<file path="config.mk">
export PLATFORM = sky130hd
export DESIGN_NAME = cmn_skid_buffer
export DESIGN_NICKNAME = d
export VERILOG_FILES = /design/src/rtl/cmn_skid_pkg.sv /design/src/rtl/cmn_EnReg.sv /design/src/rtl/cmn_skid_buffer.sv
export SDC_FILE = /design/constraint.sdc
export NUM_CORES = 1
export LEC_CHECK = 0
export ABC_AREA = 1
export BUFFER_PORTS_ARGS = -buffer_cell sky130_fd_sc_hd__buf_2
export CAP_MARGIN = 5
export CORE_MARGIN = 4
export CORE_UTILIZATION = 50
export DETAILED_ROUTE_END_ITERATION = 7
export GPL_ROUTABILITY_DRIVEN = 1
export GPL_TIMING_DRIVEN = 0
export PLACE_DENSITY = 0.77
export SLEW_MARGIN = 20
export SYNTH_ARGS = -nofsm -noshare
export SYNTH_HDL_FRONTEND = slang
export SYNTH_SLANG_ARGS = --single-unit
</file>
<file path="constraint.sdc">
create_clock -name clk -period 8.4 [get_ports clk]
set_clock_uncertainty 0.1 [all_clocks]
set_input_delay 0.42 -clock clk [delete_from_list [all_inputs] [get_ports clk]]
set_output_delay 0.42 -clock clk [all_outputs]
set_load 0.05 [all_outputs]
</file>
<file path="src/rtl/cmn_skid_pkg.sv">
// ----------------------------------------------------------------------------
// cmn_skid_pkg
// Shared types for the two-entry skid buffer. The state encoding equals the
// number of held messages, so the state register doubles as the occupancy
// output.
// ----------------------------------------------------------------------------
package cmn_skid_pkg;

   typedef enum logic [1:0] {
      EMPTY = 2'd0,
      ONE   = 2'd1,
      TWO   = 2'd2
   } skid_state_t;

endpackage

</file>
<file path="src/rtl/cmn_EnReg.sv">
// ----------------------------------------------------------------------------
// cmn_EnReg
// Plain enable register, no reset. Loads d on a rising clk edge when en is high.
// Ports:
//   clk  in   clock
//   en   in   load enable
//   d    in   [p_nbits-1:0] next value
//   q    out  [p_nbits-1:0] registered value
// ----------------------------------------------------------------------------
module cmn_EnReg #(
   parameter int p_nbits = 32
) (
   input  logic               clk,
   input  logic               en,
   input  logic [p_nbits-1:0] d,
   output logic [p_nbits-1:0] q
);

   always_ff @(posedge clk) begin
      if (en) begin
         q <= d;
      end
   end

endmodule

</file>
<file path="src/rtl/cmn_skid_buffer.sv">
// ----------------------------------------------------------------------------
// cmn_skid_buffer
// Two-entry valid/ready skid buffer. Every output comes from a flop (enq_rdy
// is additionally forced low while reset is asserted), so producer and
// consumer are joined with no combinational path between them while still
// sustaining one transfer per cycle.
// Ports:
//   clk        in   clock, all state updates on posedge
//   reset      in   synchronous, active-high reset
//   enq_val    in   producer offers enq_msg
//   enq_rdy    out  buffer can accept
//   enq_msg    in   [p_nbits-1:0] incoming message
//   deq_val    out  deq_msg is valid
//   deq_rdy    in   consumer accepts deq_msg
//   deq_msg    out  [p_nbits-1:0] head message (main register)
//   occupancy  out  [1:0] number of held messages, 0..2
//
// state | meaning
// ------+------------------------------------------------------------
// EMPTY | nothing held; deq_val low
// ONE   | head message in main; skid unused
// TWO   | head in main, next message in skid; enq_rdy low
// ----------------------------------------------------------------------------
module cmn_skid_buffer
   import cmn_skid_pkg::*;
#(
   parameter int p_nbits = 32
) (
   input  logic               clk,
   input  logic               reset,
   input  logic               enq_val,
   output logic               enq_rdy,
   input  logic [p_nbits-1:0] enq_msg,
   output logic               deq_val,
   input  logic               deq_rdy,
   output logic [p_nbits-1:0] deq_msg,
   output logic [1:0]         occupancy
);

   skid_state_t        state_q;
   skid_state_t        state_d;
   logic               enq_fire;
   logic               deq_fire;
   logic               main_en;
   logic               main_sel_skid;
   logic               skid_en;
   logic [p_nbits-1:0] main_d;
   logic [p_nbits-1:0] skid_q;

   assign enq_rdy   = (state_q != TWO) && !reset;
   assign deq_val   = (state_q != EMPTY);
   assign occupancy = state_q;

   assign enq_fire  = enq_val && enq_rdy;
   // A consumer handshake on the reset edge must not move data.
   assign deq_fire  = deq_val && deq_rdy && !reset;

   always_ff @(posedge clk) begin
      if (reset) begin
         state_q <= EMPTY;
      end else begin
         state_q <= state_d;
      end
   end

   always_comb begin
      state_d       = state_q;
      main_en       = 1'b0;
      main_sel_skid = 1'b0;
      skid_en       = 1'b0;
      case (state_q)
         EMPTY: begin
            if (enq_fire) begin
               state_d = ONE;
               main_en = 1'b1;
            end
         end
         ONE: begin
            if (enq_fire && deq_fire) begin
               main_en = 1'b1;
            end else if (enq_fire) begin
               state_d = TWO;
               skid_en = 1'b1;
            end else if (deq_fire) begin
               state_d = EMPTY;
            end
         end
         TWO: begin
            if (deq_fire) begin
               state_d       = ONE;
               main_en       = 1'b1;
               main_sel_skid = 1'b1;
            end
         end
         default: begin
            state_d = EMPTY;
         end
      endcase
   end

   assign main_d = main_sel_skid ? skid_q : enq_msg;

   cmn_EnReg #(.p_nbits(p_nbits)) u_main (
      .clk (clk),
      .en  (main_en),
      .d   (main_d),
      .q   (deq_msg)
   );

   cmn_EnReg #(.p_nbits(p_nbits)) u_skid (
      .clk (clk),
      .en  (skid_en),
      .d   (enq_msg),
      .q   (skid_q)
   );

endmodule

</file>
==> results.json <==
{
  "outcome": "finished clean",
  "synth_top_area_share_pct": 72.42,
  "path_clk_slew_ns": 0.07,
  "grt_pass1_vias": 1610,
  "rsz0062_at_grt": "false",
  "synth-xor-area-share_pct": 0,
  "syn_inst": 195,
  "synth_cell_type_count": 18,
  "cts_made_buffers": 9,
  "path_cells": "inv_2 > nand2_4 > nand4_1 > o21ai_4 > buf_16",
  "start_util_pct": 51.63,
  "synth-simple-area-share_pct": 20.37,
  "start_kind": "register",
  "cp_max_fo": 17,
  "num_vias": 1708,
  "cts_tree": "yes",
  "grt_first_pass_wirelength_mm": 7.803,
  "finalCritPeriodShare_pct": 23.71,
  "synth_compound_area_share_pct": 0.7544,
  "worst-path-stages": 5,
  "nFillCells": 389,
  "grt_usage_pct": 16.43,
  "place.gp.congestion": 0.7163,
  "worst_slew_pin_slew_ns": 0.5909,
  "avgRoutedWirePerCell_microns": 13.86,
  "die_area_sq_mm": 0.006538,
  "max_stage_delay_ns": 0.57,
  "layout_min_cycle_time_ns": 1.992,
  "reg2regPathDepth": 5,
  "yosys_warnings": 0,
  "synth_area_leader_cell": "edfxtp_1",
  "dp_slack_ns": 6.277,
  "worst_slack_ns": 6.408,
  "nNetsFinal": 315,
  "end_kind": "register",
  "synth_top_family_by_area": "simple AND/OR/NAND/NOR gates",
  "chipHeight_microns": 80.86,
  "drive_above_1_share_pct": 44.01,
  "core_area_sq_mm": 0.005140,
  "cts_max_level": 3,
  "crit_family": "compound AO/OA/AOI/OAI gates",
  "crit_path_top_delay_cell": "o21ai_4",
  "cap_violations": 0,
  "wl_met1_mm": 1.981,
  "ir_worst_vdd_mv": 0.1584,
  "regArea_sq_mm": 0.001962,
  "dr_wl_met3_microns": 342,
  "maxSlewViolCount": 0,
  "synth_mux_area_share_pct": 0,
  "port_buffers": 71,
  "antenna_found_initial": 0,
  "criticalPathCategory": "register to register",
  "grt_max_degree": 18,
  "wirelength_mm": 4.906,
  "powerDensity_mw_per_mm2": 228.8,
  "leakage_nw": 1.413,
  "hp-class": "input port to register",
  "synth.area.top_cells": "edfxtp_1 (72%), nand2_1 (6.8%), nand3_1 (6.6%)",
  "overflow": 0,
  "viasPerCell": 4.825,
  "drt-initial-drc-count": 105,
  "area_delta_synth_final_pct": 27.35,
  "clock_path_buffers": 2,
  "clock_sinks": 66,
  "synth_seq_area_share_pct": 73.93,
  "synthesis.area_sq_mm": 0.002654,
  "chipWidth_microns": 80.86,
  "holdBufCountCts": 0,
  "pin_count": 72,
  "diodes": 0,
  "hpwl_mm": 3.444,
  "final-hold-violation-count": 0,
  "max_slew_margin_pct": 60.46,
  "drc": 0,
  "regToRegSetupSlack_ns": 6.41,
  "min_path_cells": 1,
  "postRouteAntennaNets": 0,
  "wl_met2_mm": 2.500,
  "clk_latency_ns": 0.33,
  "root_buffer": "clkbuf_8",
  "cp.arrival_ns": 1.94,
  "max_freq_mhz": 502.1,
  "setup_viol": 0,
  "top_layer_used": "met4",
  "cts_setup_buffers": 0,
  "multi_input_area_sq_um": 579.3,
  "dr.pass1.iters": 4,
  "worstPathRequired_ns": 8.35,
  "avgSynthCellArea_sq_um": 13.61,
  "synth_fa_ha_area_share_pct": 0,
  "cts_resized": 0,
  "rows": 26,
  "critPathBufInv": 2,
  "ys_ff_latch": 66,
  "setup_tns_ns": 0,
  "syn_nets": 231
}
[logic make-up (layout without fill, tap and decap cells)]
kind of cell,after synthesis,after routing
AOI/OAI and AO/OA,4,4
buffers and inverters,15,104
DFF,66,66
and+or+nand+nor,110,110
[state kept, by name, summed over array words and instances, names as in the netlist]
name       count
occupancy      2
u_skid.q      32
u_main.q      32
[cells in the final DEF (no fill, tap or decap), types with 3 or more instances in the layout]
cell type and count:
buf_2 71, edfxtp_1 64, nand2_1 48, nand3_1 35, nand2_2 20, clkbuf_8 9, buf_4 5, a21oi_1 3
[area by class of cell]
| type | instances | area share, % |
|---|---|---|
| buffer | 9 | 2.925 |
| clock buffer | 10 | 3.776 |
| clock inverter | 6 | 2.407 |
| timing repair buffer | 73 | 12.14 |
| tap | 70 | 2.592 |
| multi-input combinational | 114 | 17.14 |
| inverter | 6 | 0.9626 |
| sequential | 66 | 58.05 |
[power breakdown]
part / total, mW / internal, mW / switching (mW)
Sequential: 0.384 / 0.380 / 0.00405
Combinational: 0.109 / 0.0289 / 0.0802
Clock: 0.280 / 0.165 / 0.115
Total: 0.773 / 0.574 / 0.200
[final timing paths]
| kind | start | endpoint |
|---|---|---|
| setup / recovery | occupancy[0] | u_main.q[8] |
| hold / removal | enq_msg[15] | u_skid.q[15] |
| hold reg to reg | occupancy[0] | occupancy[1] |
| setup reg to reg | occupancy[0] | u_main.q[8] |
[cell usage after synthesis, drive strengths merged]
master	count
nand4	1
o21ai	1
nor2	3
a21oi	3
buf	9
edfxtp	64
nand3	35
inv	6
dfxtp	2
nand2	71
[metrics by stage]
stage	instance area [sq um]	hold WS (ns)	utilization [%]	power [mW]	instances
detailed placement	3171	0.4269	61.68	0.5010	338
global placement	3097	0.4193	60.25	0.4952	336
floorplan	2654	0.4189	-	0.4669	195
finish	3379	0.1718	65.75	0.7732	354
CTS	3379	0.1541	65.75	0.7803	354
global route	3379	0.1472	65.75	0.8063	354
[metal layers]
layer	vias up	track usage [%]
met1	786	20.09
met2	58	26.11
li1	856	-
met4	0	6.757
met5	-	0
met3	8	6.430
No activity file was read; power rests on OpenSTA's default activity.
